[src/rtl/gcc_pkg.sv]
// Shared types and constants for the GCC point-stream feeder.
package gcc_pkg;

    localparam int COORD_W  = 8;
    localparam int WEIGHT_W = 4;
    localparam int CAP_LAT  = 2;

    typedef enum logic [1:0] {IDLE, STREAM, DRAIN} state_t;

    typedef struct packed {
        logic [COORD_W-1:0]  x;
        logic [COORD_W-1:0]  y;
        logic [WEIGHT_W-1:0] w;
    } point_t;

    typedef struct packed {
        logic [COORD_W-1:0] x;
        logic [COORD_W-1:0] y;
    } result_t;

endpackage

[src/rtl/gcc_res_fifo.sv]
// Synchronous result FIFO with full/empty flags; push while full is accepted only alongside a pop.
module gcc_res_fifo #(
    parameter int RES_DEPTH = 8,
    parameter int WIDTH     = 16
) (
    input  logic             CLK,
    input  logic             RESET_,
    input  logic             push,
    input  logic [WIDTH-1:0] wdata,
    input  logic             pop,
    output logic [WIDTH-1:0] rdata,
    output logic             full,
    output logic             empty
);

    localparam int AW = $clog2(RES_DEPTH);

    logic [WIDTH-1:0] mem [RES_DEPTH];
    logic [AW:0]      wr_ptr;
    logic [AW:0]      rd_ptr;
    logic             do_pop;
    logic             do_push;

    assign empty   = (wr_ptr == rd_ptr);
    assign full    = (wr_ptr[AW] != rd_ptr[AW]) && (wr_ptr[AW-1:0] == rd_ptr[AW-1:0]);
    assign do_pop  = pop && !empty;
    assign do_push = push && (!full || do_pop);
    assign rdata   = empty ? '0 : mem[rd_ptr[AW-1:0]];

    // NOTE: sequential state is written with <= so every register samples pre-edge values.
    always_ff @(posedge CLK or negedge RESET_) begin
        if (!RESET_) begin
            wr_ptr <= '0;
            rd_ptr <= '0;
        end else begin
            if (do_push) wr_ptr <= wr_ptr + (AW+1)'(1);
            if (do_pop)  rd_ptr <= rd_ptr + (AW+1)'(1);
        end
    end

    // NOTE: storage arrays carry no reset; the pointers alone define which entries are valid.
    always_ff @(posedge CLK) begin
        if (do_push) mem[wr_ptr[AW-1:0]] <= wdata;
    end

endmodule

[src/rtl/gcc_stream_feeder.sv]
// Streams a loaded point list into the GCC core and buffers the returned centroids.
// Define GCC_FEED_LAST_ONLY_EN to keep only the centroid of the final point of each run.
module gcc_stream_feeder
    import gcc_pkg::*;
#(
    parameter int DEPTH     = 16,
    parameter int RES_DEPTH = 8
) (
    input  logic                        CLK,
    input  logic                        RESET_,
    input  logic                        LOAD_,
    input  logic [$clog2(DEPTH)-1:0]    LADDR,
    input  logic [COORD_W-1:0]          LX,
    input  logic [COORD_W-1:0]          LY,
    input  logic [WEIGHT_W-1:0]         LW,
    input  logic                        START,
    input  logic [$clog2(DEPTH):0]      COUNT,
    output logic                        GRST_,
    output logic [COORD_W-1:0]          Xi,
    output logic [COORD_W-1:0]          Yi,
    output logic [WEIGHT_W-1:0]         Wi,
    input  logic                        READY_,
    input  logic [COORD_W-1:0]          Xc,
    input  logic [COORD_W-1:0]          Yc,
    output logic [COORD_W-1:0]          RX,
    output logic [COORD_W-1:0]          RY,
    output logic                        RVALID,
    input  logic                        RPOP,
    output logic                        BUSY,
    output logic                        DONE,
    output logic                        ERR,
    output logic                        OVF
);

    localparam int AW = $clog2(DEPTH);
    localparam int CW = AW + 1;

    point_t               mem [DEPTH];
    state_t               state;
    logic [AW-1:0]        idx;
    logic [AW-1:0]        idx_next;
    logic [CW-1:0]        n;
    logic                 drain_cnt;
    point_t               pt;
    logic                 grst;
    logic                 done;
    logic                 err;
    logic                 ovf;
    logic [CAP_LAT-1:0]   tag;
    logic                 is_last;
    logic                 start_ok;
    logic                 cap;
    logic                 push_req;
    logic                 fifo_full;
    logic                 fifo_empty;
    result_t              head;

    assign idx_next = idx + AW'(1);
    assign is_last  = ({1'b0, idx} == n - CW'(1));
    assign start_ok = START && (COUNT != '0) && (COUNT <= CW'(DEPTH));

    // The tag marks the edge at which the core's centroid for a streamed point is valid.
`ifdef GCC_FEED_LAST_ONLY_EN
    logic [CAP_LAT-1:0] tag_last;

    always_ff @(posedge CLK or negedge RESET_) begin
        if (!RESET_) tag_last <= '0;
        else         tag_last <= {tag_last[CAP_LAT-2:0], (state == STREAM) && is_last};
    end

    assign cap = tag[CAP_LAT-1] && tag_last[CAP_LAT-1];
`else
    assign cap = tag[CAP_LAT-1];
`endif

    assign push_req = cap && !READY_;

    always_ff @(posedge CLK) begin
        if (state == IDLE && !LOAD_) mem[LADDR] <= '{x: LX, y: LY, w: LW};
    end

    always_ff @(posedge CLK or negedge RESET_) begin
        if (!RESET_) begin
            state     <= IDLE;
            idx       <= '0;
            n         <= '0;
            drain_cnt <= 1'b0;
            pt        <= '0;
            grst      <= 1'b0;
            done      <= 1'b0;
            err       <= 1'b0;
            ovf       <= 1'b0;
            tag       <= '0;
        end else begin
            done <= 1'b0;
            tag  <= {tag[CAP_LAT-2:0], state == STREAM};
            if (cap && READY_)                       err <= 1'b1;
            if (push_req && fifo_full && !RPOP)      ovf <= 1'b1;
            case (state)
                IDLE: begin
                    grst      <= 1'b0;
                    pt        <= '0;
                    idx       <= '0;
                    drain_cnt <= 1'b0;
                    if (start_ok) begin
                        state <= STREAM;
                        n     <= COUNT;
                        err   <= 1'b0;
                        ovf   <= 1'b0;
                        grst  <= 1'b1;
                        pt    <= mem[0];
                    end
                end
                STREAM: begin
                    if (is_last) begin
                        state <= DRAIN;
                    end else begin
                        idx <= idx_next;
                        pt  <= mem[idx_next];
                    end
                end
                DRAIN: begin
                    drain_cnt <= 1'b1;
                    if (drain_cnt) begin
                        state <= IDLE;
                        done  <= 1'b1;
                        grst  <= 1'b0;
                        pt    <= '0;
                    end
                end
                default: state <= IDLE;
            endcase
        end
    end

    gcc_res_fifo #(
        .RES_DEPTH (RES_DEPTH),
        .WIDTH     ($bits(result_t))
    ) u_res_fifo (
        .CLK    (CLK),
        .RESET_ (RESET_),
        .push   (push_req),
        .wdata  ({Xc, Yc}),
        .pop    (RPOP),
        .rdata  (head),
        .full   (fifo_full),
        .empty  (fifo_empty)
    );

    assign GRST_  = grst;
    assign Xi     = pt.x;
    assign Yi     = pt.y;
    assign Wi     = pt.w;
    assign RX     = head.x;
    assign RY     = head.y;
    assign RVALID = !fifo_empty;
    assign BUSY   = (state != IDLE);
    assign DONE   = done;
    assign ERR    = err;
    assign OVF    = ovf;

endmodule

[config.mk]
export PLATFORM = sky130hd
export DESIGN_NAME = gcc_stream_feeder
export DESIGN_NICKNAME = d
export VERILOG_FILES = /design/src/rtl/gcc_pkg.sv /design/src/rtl/gcc_res_fifo.sv /design/src/rtl/gcc_stream_feeder.sv
export SDC_FILE = /design/constraint.sdc
export NUM_CORES = 1
export LEC_CHECK = 0
export CORE_UTILIZATION = 60
export DETAILED_ROUTE_END_ITERATION = 7
export MAX_ROUTING_LAYER = met4
export PLACE_DENSITY = 0.77
export SLEW_MARGIN = 15
export SYNTH_ARGS = -nofsm -noshare
export SYNTH_HDL_FRONTEND = slang
export SYNTH_SLANG_ARGS = --single-unit
[constraint.sdc]
create_clock -name CLK -period 5.3 [get_ports CLK]
set_clock_uncertainty 0.1 [all_clocks]
set_input_delay 0.53 -clock CLK [delete_from_list [all_inputs] [get_ports CLK]]
set_output_delay 0.53 -clock CLK [all_outputs]
set_load 0.1 [all_outputs]
# ---- Word level (Yosys, flattened, before mapping)
# Memories as Yosys holds them, arrays and structs flattened.
# Cells that the tools add are included.
dict set report totals {
  romBits 0
  input_bits 51
  mem_bits_rw 448
  register_bits 46
  memories 2
  output_inout_bits 42
  latchBits 0
}
# memory words word_bits read_ports rd_ports_with_merged_regs wr line
set mem_list {}
lappend mem_list {mem 16 20 2 0 1 gcc_stream_feeder.sv:38} ;# point_t mem [DEPTH];
lappend mem_list {u_res_fifo.mem 8 16 1 0 1 gcc_res_fifo.sv:18} ;# logic [WIDTH-1:0] mem [RES_DEPTH];
dict set report op_classes {
  n_addsub 4
  bitwise_logic 0
  n_mul 0
  reduce_logical 27
  div_mod_pow 0
  n_mux 27
  shifts 0
  magnitude_cmp 1
  n_eq_ne 10
}
# operator count
set op_table {}
lappend op_table {{two-way mux 20 bit} 3}
lappend op_table {{case mux 20 bit (3 select lines)} 1}
lappend op_table {{two-way mux 16 bit} 1}
lappend op_table {{two-way mux 1 bit} 14}
lappend op_table {{adder 4 x 1 -> 4 bit (second input constant)} 3}
lappend op_table {{logical AND 1 bit} 10}
lappend op_table {{inequality test 2 bit (second input constant)} 4}
lappend op_table {{case mux 4 bit (2 select lines)} 1}
lappend op_table {{two-way mux 2 bit} 3}
lappend op_table {{case mux 2 bit (3 select lines)} 1}
lappend op_table {{AND reduction 2 bit} 3}
lappend op_table {{AND reduction 3 bit} 2}
lappend op_table {{nonzero test 2 bit} 3}
lappend op_table {{== test 4 x 5 -> 1 bit} 1}
lappend op_table {{<= comparator 5 bit (second input constant)} 1}
lappend op_table {{logical NOT 1 bit} 5}
lappend op_table {{nonzero test 5 bit} 1}
lappend op_table {{subtractor 5 x 1 -> 5 bit (second input constant)} 1}
lappend op_table {{== test 4 bit} 1}
lappend op_table {{two-way mux 4 bit} 1}
lappend op_table {{case mux 1 bit (2 select lines)} 2}
lappend op_table {{== test 3 bit} 1}
lappend op_table {{nonzero test 3 bit} 1}
lappend op_table {{== test 2 x 1 -> 1 bit (second input constant)} 1}
lappend op_table {{other kinds (4)} 4}

# ---- Longest topological paths before layout
# Gate-level depths: netlist (run 1).
dict set report logic_depth {
  ltp_word 7
  ltp_mapped 9
  depth_no_buf 7
}

# ---- Modules after synthesis
# From an unflattened synthesis (run 1), not the netlist that was laid out.
dict set report unflattened {
  cells_unflattened 978
  hier_area_um2 19586.3
}
# mod n_inst area_per_inst_um2 seq_area_each_um2 cells_each
set by_module_without_submodules {}
lappend by_module_without_submodules {gcc_stream_feeder 1 14167.3 10560.1 716}
lappend by_module_without_submodules {gcc_res_fifo 1 5418.9 4043.9 262}

# ---- Least setup slack after synthesis (run 1)
# OpenSTA, ideal clock, no wires.
dict set report synth_timing {
  path_type {register to register}
  startpoint {register state[0]}
  endpoint {memory mem[2][0] in the netlist's numbering (enable)}
  required_ns 4.778
  path_stages_with_launch 7
  setup_slack_ns 2.029
  path_buffers 1
  period_less_slack_ns 3.271
  setup_time_ns 0.422
  t_arrival_ns 2.748
  cell_sequence {dfrtp_1 inv_1 ha_1 clkbuf_1 nand2b_1 or3b_1 nor3_1}
}
dict set report synth_via {
  elab_chain_cells 4
}
# element line
set synth_rtl {}
lappend synth_rtl {{from (decl)} gcc_stream_feeder.sv:39} ;# state_t state;
lappend synth_rtl {{from (signal assigned)} gcc_stream_feeder.sv:84} ;# state <= IDLE;
lappend synth_rtl {{from (signal assigned)} gcc_stream_feeder.sv:106} ;# state <= STREAM;
lappend synth_rtl {{from (signal assigned)} gcc_stream_feeder.sv:116} ;# state <= DRAIN;
lappend synth_rtl {{logical NOT 2 bit} gcc_stream_feeder.sv:79} ;# if (state == IDLE && !LOAD_) mem[LADDR] <= '{x: LX, y: LY, w: LW};
lappend synth_rtl {{logical AND 1 bit} gcc_stream_feeder.sv:79}
lappend synth_rtl {{two-way mux 1 bit} gcc_stream_feeder.sv:79}
lappend synth_rtl {{two-way mux 1 bit (not written as such)} gcc_stream_feeder.sv:79}
lappend synth_rtl {{to (decl)} gcc_stream_feeder.sv:38}
# No other way between the ends.

# ---- Worst setup path in the final report (run 1)
dict set report layout_timing {
  startpoint {register u_res_fifo.rd_ptr[0]}
  endpoint {output port RY[3]}
}
dict set report layout_via {
  elab_chain_cells 2
  word_cells_on_any_way 3
}
# element line
set layout_rtl {}
lappend layout_rtl {{from (decl)} gcc_res_fifo.sv:20} ;# logic [AW:0] rd_ptr;
lappend layout_rtl {{from (signal assigned)} gcc_res_fifo.sv:37} ;# if (do_pop) rd_ptr <= rd_ptr + (AW+1)'(1);
lappend layout_rtl {{memory read (8 x 16 bit) / == test 4 bit (equally long branches)} n/a}
lappend layout_rtl {{two-way mux 16 bit (*)} gcc_res_fifo.sv:28} ;# assign rdata = empty ? '0 : mem[rd_ptr[AW-1:0]];
lappend layout_rtl {{to (decl)} gcc_stream_feeder.sv:26} ;# output logic [COORD_W-1:0] RY,
# Mark *: on every way between the ends. The rest lies on a longest branch, timed or not.

==> impl_metrics.csv, run 1 <==
group,metric,value,unit
synthesis,mappedNetlistNets,1023,
global_routing,grt_usage,26.47,%
worst_setup_path,cpMaxStageDelayCell,"clkdlybuf4s50_1",
global_routing,use_met2,43.03,%
global_routing,grt_overflow,0,
clocking,clk_pin_slew_worst_paths,0.07,ns
worst_setup_path,crit_family,"buffers and inverters",
route,num_vias,9816,
worst_setup_path,critical_path_buf_inv_count,2,
route,antenna_left,0,
route,viasPerCell,6.395,
layout,area_growth,16.45,%
placement,place_inst,1444,
worst_setup_path,arrival,3.43,ns
min_path,hp-class,"primary input to asynchronous set/reset pin",
clocking,numCtsBuffers,48,
layout,fill_cells,1858,
worst_setup_path,crit_chain,"buf_4 -> mux4_2 -> mux2i_1 -> nor2_1 -> clkdlybuf4s50_1",
sta,worst_slew_margin_rel,27.11,%
sta,setup_violations,0,
global_routing,grt.busiest_layer,"met2",
clocking,h-tree-depth,2,
floorplan,dieArea,33190,um^2
status,outcome,"finished with violations",
route,drtIter0Drc,937,
floorplan,die_w,182.2,um
clocking,ctsHoldBuffers,0,
placement,io_buffers,92,
sta,fin_crit_sh,76.64,%
synthesis,synth_cells,964,
run,drv_cap,0,
synthesis,synth-seq-cells,494,
sta,rsz0062_at_grt,"false",
global_routing,grt_antenna_before_repair,1,
floorplan,initial_core_util,61.42,%
placement,place_congestion,0.7829,
worst_setup_path,r2r_setup_slack,1.83,ns
clocking,cts_resized,0,
global_routing,met1_usage,34.46,%
layout,final_core_util,71.52,%
clocking,cts_root_buffer,"clkbuf_16",
synthesis,syn_area_per_cell,20.21,um^2
layout,final_layout_size_suffix_gt1_share,24.56,%
layout,nets,1151,
sta,final.min_clock_period,4.062,ns
sta,fin_setup_tns,0,ns
layout,final_cells,1535,
global_routing,grt_pass1_wl,61820,um
sta,tightest_slew,1.093,ns
sta,drv_slew,0,
worst_setup_path,slowest_delay,0.96,ns
placement,hpwl,23930,um
floorplan,die_y,182.2,um
worst_setup_path,worst-path-max-fanout,20,
clocking,cts_tree,"yes",
synthesis,synthDistinctLibCells,46,
clocking,insertion_delay,0.56,ns
worst_setup_path,crit_required,4.67,ns
clocking,cts_setup_buffers,0,
sta,timing.hold.ws,-0.003149,ns
pwr,max-vdd-ir-drop,0.0004789,V
route,drc,0,
worst_setup_path,path_class,"register to primary output",
clocking,cts_sinks,494,
route,routedWlPerCell,26.76,um
status,violations,"hold timing",
worst_setup_path,crit_path_end_kind,"primary output",
worst_setup_path,startpoint,"u_res_fifo.rd_ptr[0]$_DFFE_PN0P_",
floorplan,core-area,31720,um^2
route,routed_wl,41070,um
pwr,p_total,13.22,mW
synthesis,yosysSeqAreaShare,74.96,%
global_routing,grt_pass1_vias,10110,
synthesis,synthArstFlopShare,9.312,%
synthesis,yosys_warnings,0,
synthesis,synth_edf_count,448,
floorplan,fp-row-count,65,
synthesis,synth_area,19480,um^2
route,dr.pass1.iters,5,
worst_setup_path,cp-start-kind,"register",
pwr,power_leakage,7.669,nW
floorplan,io_pins,93,
synthesis,ys.flop_type,"edfxtp_1",
pwr,p_per_area,582.9,nW/um^2
sta,hold_viol,1,
clocking,clockBufferDepth,3,
global_routing,grt_max_degree,48,
sta,fmax,0.2462,GHz
global_routing,use_met3,3.911,%
worst_setup_path,r2r_start,"idx[0]$_DFFE_PN0P_",
[final timing paths]
path | depth (start not counted) | endpoint
max | 5 | RY[3]
min | 2 | Yi[4]$_DFFE_PN0P_
max reg2reg | 7 | Yi[5]$_DFFE_PN0P_
min reg2reg | 0 | tag[1]$_DFF_PN0_
max in group asynchronous | 2 | idx[0]$_DFFE_PN0P_
min in group CLK | 0 | tag[1]$_DFF_PN0_
[worst reg2reg max path, cell delays in order (launching register included)]
cell      delay, ns
dfrtp_4        0.97
ha_4           0.74
buf_4          0.49
mux4_2         0.55
mux2i_1        0.16
nand2_1        0.07
o21ai_1        0.10
o221ai_1       0.16
[placed cells by master (no fill, tap or decap), types with 6 or more instances in the layout]
master / count
xor2_1: 8
o21ai_1: 21
clkinv_2: 13
inv_1: 6
mux2i_1: 40
xnor2_1: 9
clkinv_1: 6
clkbuf_1: 7
bufinv_16: 7
clkdlybuf4s50_1: 91
dfrtp_1: 44
nor2_2: 12
clkbuf_16: 50
nand2_1: 50
ha_1: 7
mux4_2: 112
edfxtp_1: 448
o221ai_1: 20
buf_4: 36
nand2b_1: 9
o21ai_0: 20
mux2_2: 25
nor2_1: 31
[registers in the layout (all words and copies together) (netlist names)]
signal / cells
mem: 320
state: 2
tag: 2
Wi: 4
OVF: 1
drain_cnt: 1
idx: 4
DONE: 1
Yi: 8
GRST_: 1
u_res_fifo.wr_ptr: 4
Xi: 8
n: 5
u_res_fifo.rd_ptr: 4
u_res_fifo.mem: 128
ERR: 1
[metrics by stage]
stage	setup WS, ns	area [um^2]
2_1_floorplan	2.029	19480
3_3_place_gp	1.768	21020
3_5_place_dp	1.757	21020
4_1_cts	1.162	22680
5_1_grt	1.033	22690
6_report	1.238	22690
[kinds of logic (layout without fill, tap and decap cells)]
group,after synthesis,in the layout,synth area share [%]
adder cells (fa/ha/maj),8,8,0.5138
buffers and inverters,57,225,1.496
XOR/XNOR,19,19,0.8542
multiplexers,179,179,16.56
other,0,1,0
AND/OR/NAND/NOR,130,130,2.974
flip-flops,494,494,74.96
AO/OA/AOI/OAI,77,77,2.633
[area by class of cell]
class                      instances  area [um^2]  share of cell area (%)
antenna                            1        2.502                 0.01103
clock buffer                      60         1319                   5.813
clock inverter                    30        337.8                   1.489
inverter                           7        26.28                  0.1158
multi-input combinational        413         4702                   20.73
sequential                       494        14610                   64.40
tap                              402        503.0                   2.217
timing repair buffer             128         1186                   5.229
[synthesized netlist by cell type (2+ instances only)]
cell type	instances	area (um^2)
ha_1	8	100.1
xor2_1	9	78.83
xnor2_1	10	87.58
nand3b_1	2	15.01
nand2_1	50	187.7
dfrtp_1	46	1151
edfxtp_1	448	13450
nor2b_1	2	12.51
buf_6	5	56.30
nand2b_1	9	56.30
buf_4	4	30.03
inv_1	6	22.52
clkbuf_1	21	78.83
nor2_1	43	161.4
nand4b_1	2	17.52
buf_2	20	100.1
mux4_2	112	2522
o221ai_1	20	175.2
mux2i_1	40	400.4
a21oi_1	5	25.02
nor3_1	8	40.04
mux2_2	25	281.5
o21ai_1	21	105.1
a21o_1	2	15.01
mux2_1	2	22.52
o21ai_0	20	100.1
nand3_1	5	25.02
[power breakdown]
| part | switching [mW] | internal [mW] |
|---|---|---|
| logic | 3.08 | 1.75 |
| clock network | 1.43 | 2.11 |
| registers | 0.318 | 4.53 |
[metal layers]
metal  vias up  share of wire (%)
li1       4182                  -
met1      5122                 39
met2       424                 51
met3        88                6.8
met4         0                3.0
met5         -                  0
No activity file was read; power rests on OpenSTA's default activity.
==> run 2, diff against run 1 <==
==> constraint.sdc (replaced) <==
create_clock -name CLK -period 4 [get_ports CLK]
set_clock_uncertainty 0.1 [all_clocks]
set_input_delay 0.4 -clock CLK [delete_from_list [all_inputs] [get_ports CLK]]
set_output_delay 0.4 -clock CLK [all_outputs]
set_load 0.1 [all_outputs]
==> run 2 against run 1 <==
Compared with the run above:
- the flow now finishes without violations
- first-iteration DRC count fell by 7.0%
- utilization rose by 0.82 points
- cell area rose by 1.1%
- worst setup slack got worse by 0.49 ns
- global-route usage rose by 0.43 points
- clock-buffer cell count rose by 4
- via count rose by 1.9%
- final cell count rose by 0.52%
- sequential cell count did not move
- critical path type unchanged
==> impl_metrics.csv, run 2 (same netlist as run 1, synthesis figures left out) <==
group,metric,value,unit
global_routing,grt_max_degree,63,
sta,fin_setup_tns,0,ns
sta,fin_crit_sh,81.34,%
floorplan,io_pins,93,
worst_setup_path,critPathMostFrequentCell,"inv_1",
layout,layout_common_cells,"edfxtp_1, mux4_2, clkdlybuf4s50_1",
route,antenna_left,0,
sta,fmax,0.3073,GHz
layout,regMostFlops,"mem",
min_path,hp-class,"register to register",
clocking,h-tree-depth,2,
floorplan,fp-row-count,65,
layout,antenna_cells,0,
sta,worst_slew_margin_rel,33.17,%
route,num_vias,10010,
sta,setup_ws,0.7463,ns
placement,io_buffers,92,
route,routedWlPerCell,27.13,um
global_routing,grt_pass1_wl,63130,um
route,viasPerCell,6.485,
layout,top_regs,"mem: 320 flops, u_res_fifo.mem: 128 flops",
placement,hpwl,24030,um
layout,final_common_cell,"edfxtp_1",
worst_setup_path,crit_family,"buffers and inverters",
worst_setup_path,arrival,2.75,ns
floorplan,initial_core_util,61.42,%
floorplan,dieArea,33190,um^2
layout,largest_reg_flops,320,
worst_setup_path,crit_chain,"inv_1 -> ha_1 -> inv_1 -> clkdlybuf4s50_1",
floorplan,core-area,31720,um^2
worst_setup_path,slowest_delay,1.01,ns
layout,nets,1161,
clocking,numCtsBuffers,49,
worst_setup_path,worst-path-max-fanout,8,
sta,hold_viol,0,
clocking,cts_setup_buffers,0,
worst_setup_path,critical_path_buf_inv_count,3,
global_routing,grt_usage,26.90,%
floorplan,die_y,182.2,um
global_routing,grt_antenna_before_repair,0,
clocking,clk_pin_slew_worst_paths,0.06,ns
sta,drv_slew,0,
worst_setup_path,crit_required,3.50,ns
sta,tightest_slew,0.9993,ns
route,drc,0,
run,drv_cap,0,
floorplan,die_w,182.2,um
layout,final_layout_size_suffix_gt1_share,26.38,%
placement,place_congestion,0.7987,
route,routed_wl,41860,um
pwr,power_leakage,7.790,nW
sta,setup_violations,0,
route,dr.pass1.iters,5,
pwr,p_per_area,779.9,nW/um^2
clocking,clockBufferDepth,3,
clocking,insertion_delay,0.58,ns
sta,rsz0062_at_grt,"false",
clocking,cts_sinks,494,
global_routing,grt_pass1_vias,10480,
worst_setup_path,path_class,"register to primary output",
worst_setup_path,crit_path_end_kind,"primary output",
pwr,max-vdd-ir-drop,0.0007285,V
sta,timing.hold.ws,0.2537,ns
layout,area_growth,17.78,%
clocking,cts_tree,"yes",
placement,dp_slack,0.9774,ns
route,drtIter0Drc,871,
worst_setup_path,cp-start-kind,"register",
global_routing,grt_overflow,0,
sta,final.min_clock_period,3.254,ns
worst_setup_path,cpMaxStageDelayCell,"clkdlybuf4s50_1",
clocking,cts_root_buffer,"clkbuf_16",
status,outcome,"finished, final reports clean",
-- run 2: area by class of cell --
cell class                 count  area, um^2
sequential                   494       14610
fill                        1839        8772
multi-input combinational    413        4696
timing repair buffer         137        1501
clock buffer                  64        1366
tap                          402       503.0
clock inverter                26       244.0
inverter                       7       26.28
-- run 2: stage by stage --
stage | total power [mW] | utilization (%) | cell area (um^2) | cells
global placement | 13.38 | 67.23 | 21330 | 1452
detailed placement | 13.47 | 67.23 | 21330 | 1452
global route | 18.53 | 72.34 | 22950 | 1543
floorplan | 11.42 | - | 19480 | 964
CTS | 18.02 | 72.34 | 22950 | 1543
finish | 17.89 | 72.34 | 22950 | 1543
-- run 2: power breakdown --
part	leakage [nW]	total (mW)	switching [mW]	internal, mW
clock network	0.780	4.55	1.88	2.67
registers	4.63	6.33	0.320	6.01
logic	2.38	7.01	4.30	2.72
-- run 2: path summary, 6_finish.rpt --
kind,endpoint,slack (ns),startpoint,cells after the start
worst max-delay path,BUSY,0.75,state[1]$_DFFE_PN0P_,4
worst min-delay path,tag[1]$_DFF_PN0_,0.25,tag[0]$_DFF_PN0_,0
worst max register to register,Xi[7]$_DFFE_PN0P_,0.98,idx[0]$_DFFE_PN0P_,6
worst min register to register,tag[1]$_DFF_PN0_,0.25,tag[0]$_DFF_PN0_,0
max in group asynchronous,Wi[0]$_DFFE_PN0P_,2.57,RESET_,3
min in group asynchronous,u_res_fifo.rd_ptr[2]$_DFFE_PN0P_,0.43,RESET_,2
-- run 2: worst reg2reg max path, stage by stage, from the launching register on --
cell	delay (ns)
dfrtp_4	0.65
ha_4	0.25
xnor2_2	0.74
buf_4	0.45
mux2_2	0.40
o21ai_1	0.16
o221ai_1	0.13
-- run 2: layer usage --
layer,up-vias,share of wire (%),global-route usage [%]
met3,116,7.6,4.291
met4,0,3.2,9.849
met2,517,52,44.03
li1,4196,-,-
met5,-,0,-
met1,5177,37,34.59
-- run 2: repair_timing --
action / CTS / global route
endpoints found under the setup margin: 0 / 0
hold buffers: 1 / 0
endpoints found under the hold margin: 33 / 0
resized for setup: 0 / 0
==> run 3, diff against run 2 <==
==> constraint.sdc (replaced) <==
create_clock -name CLK -period 3.3 [get_ports CLK]
set_clock_uncertainty 0.1 [all_clocks]
set_input_delay 0.33 -clock CLK [delete_from_list [all_inputs] [get_ports CLK]]
set_output_delay 0.33 -clock CLK [all_outputs]
set_load 0.1 [all_outputs]
==> run 3 against run 2 <==
Compared with the run above:
- die area is the same
- cell area grew 0.23%
- worst hold slack lost 0.044 ns
- largest power group unchanged
==> impl_metrics.csv, run 3 (same netlist as run 1, synthesis figures left out) <==
group,metric,value,unit
sta,rsz0062_at_grt,"false",
layout,layout_common_cells,"edfxtp_1, mux4_2, clkdlybuf4s50_1",
route,drc,0,
global_routing,grt_antenna_before_repair,1,
route,viasPerCell,6.302,
floorplan,die_w,182.2,um
layout,nets,1169,
route,dr.pass1.iters,5,
layout,final_layout_size_suffix_gt1_share,26.72,%
clocking,cts_root_buffer,"clkbuf_16",
clocking,insertion_delay,0.56,ns
clocking,numCtsBuffers,48,
sta,fin_crit_sh,90.94,%
pwr,power_leakage,7.847,nW
clocking,h-tree-depth,2,
route,num_vias,9781,
sta,tightest_slew,1.012,ns
sta,fin_setup_tns,0,ns
run,drv_cap,0,
sta,timing.hold.ws,0.2101,ns
worst_setup_path,reg2reg_to,"mem[14][13]$_DFFE_PP_",
worst_setup_path,worst-path-max-fanout,20,
layout,final_common_cell,"edfxtp_1",
global_routing,grt_overflow,0,
sta,setup_violations,0,
placement,hpwl,23670,um
layout,fill_cells,1829,
global_routing,grt_max_degree,85,
layout,area_growth,18.06,%
placement,place_congestion,0.8148,
worst_setup_path,r2r_start,"state[0]$_DFFE_PN0P_",
worst_setup_path,crit_required,2.87,ns
global_routing,grt_pass1_vias,10260,
placement,io_buffers,92,
global_routing,grt_pass1_wl,61090,um
layout,top_regs,"mem: 320 flops, u_res_fifo.mem: 128 flops",
route,antenna_left,0,
floorplan,io_pins,93,
layout,largest_reg_flops,320,
sta,final.min_clock_period,3.001,ns
worst_setup_path,crit_path_end_kind,"primary output",
layout,final_core_util,72.51,%
sta,drv_slew,0,
floorplan,die_y,182.2,um
layout,regArea,14610,um^2
clocking,cts_tree,"yes",
floorplan,dieArea,33190,um^2
floorplan,initial_core_util,61.42,%
sta,hold_viol,0,
layout,regMostFlops,"mem",
floorplan,fp-row-count,65,
worst_setup_path,path_class,"register to primary output",
route,routedWlPerCell,25.82,um
sta,worst_slew_margin_rel,32.33,%
route,routed_wl,40080,um
worst_setup_path,arrival,2.57,ns
route,drtIter0Drc,822,
floorplan,core-area,31720,um^2
min_path,hp-class,"primary input to asynchronous set/reset pin",
worst_setup_path,reg2reg_depth,6,
clocking,cts_setup_buffers,0,
status,outcome,"finished, final reports clean",
pwr,p_per_area,947.2,nW/um^2
worst_setup_path,cp-start-kind,"register",
pwr,max-vdd-ir-drop,0.0008351,V
worst_setup_path,r2r_setup_slack,0.68,ns
clocking,cts_sinks,494,
clocking,clk_pin_slew_worst_paths,0.06,ns
layout,multiInputGateArea,4690,um^2
sta,fmax,0.3332,GHz
clocking,clockBufferDepth,3,
global_routing,grt_usage,25.85,%
## run 3: critical path, stage by stage (launching register included)
cell	delay [ns]
dfrtp_2	0.75
buf_12	0.28
mux4_2	0.51
mux2i_1	0.16
nor2_1	0.10
buf_12	0.18
## run 3: repair_timing
item | CTS | global route
hold endpoints to repair | 18 | 0
hold buffers | 1 | 0
resized for setup | 0 | 0
endpoints found under the setup margin | 0 | 0
## run 3: per-stage QoR
stage / setup slack, ns / total power, mW / area (um^2) / cells
floorplan: 0.02947 / 13.84 / 19480 / 964
global placement: 0.8132 / 16.29 / 21370 / 1461
detailed placement: 0.7402 / 16.40 / 21370 / 1461
CTS: 0.2342 / 21.93 / 23000 / 1551
global route: 0.1452 / 22.58 / 23000 / 1552
finish: 0.2989 / 21.79 / 23000 / 1552
## run 3: layout make-up
| type | count | share of cell area, % |
|---|---|---|
| diodes | 1 | 0.01088 |
| clock buffers | 71 | 6.082 |
| clock inverters | 18 | 0.9411 |
| inverters | 7 | 0.1142 |
| multi-input cells | 413 | 20.39 |
| flip-flops and latches | 494 | 63.52 |
| well taps | 402 | 2.187 |
| repair buffers | 146 | 6.757 |
## run 3: power breakdown
group | total (mW) | internal [mW] | switching (mW)
clock | 5.52 | 3.26 | 2.26
sequential | 7.65 | 7.29 | 0.362
combinational | 8.62 | 3.36 | 5.26
## run 3: per-layer routing
layer | track usage (%) | up-vias | routed length (um)
met4 | 9.042 | 0 | 1075
met3 | 3.412 | 83 | 2423
met2 | 43.14 | 392 | 20780
li1 | - | 4217 | -
met1 | 33.16 | 5089 | 15790
met5 | - | - | 0
## run 3: how the worst max path moves through the flow
stage	start	end	slack, ns
final	u_res_fifo.rd_ptr[0]$_DFFE_PN0P_	RX[0]	0.30
after CTS	u_res_fifo.rd_ptr[0]$_DFFE_PN0P_	RX[0]	0.23
after global routing	u_res_fifo.rd_ptr[0]$_DFFE_PN0P_	RY[7]	0.15
after detailed placement	idx[0]$_DFFE_PN0P_	Yi[3]$_DFFE_PN0P_	0.74
after global placement	idx[0]$_DFFE_PN0P_	Yi[3]$_DFFE_PN0P_	0.81
after floorplan	state[0]$_DFFE_PN0P_	mem[2][0]$_DFFE_PP_	0.03
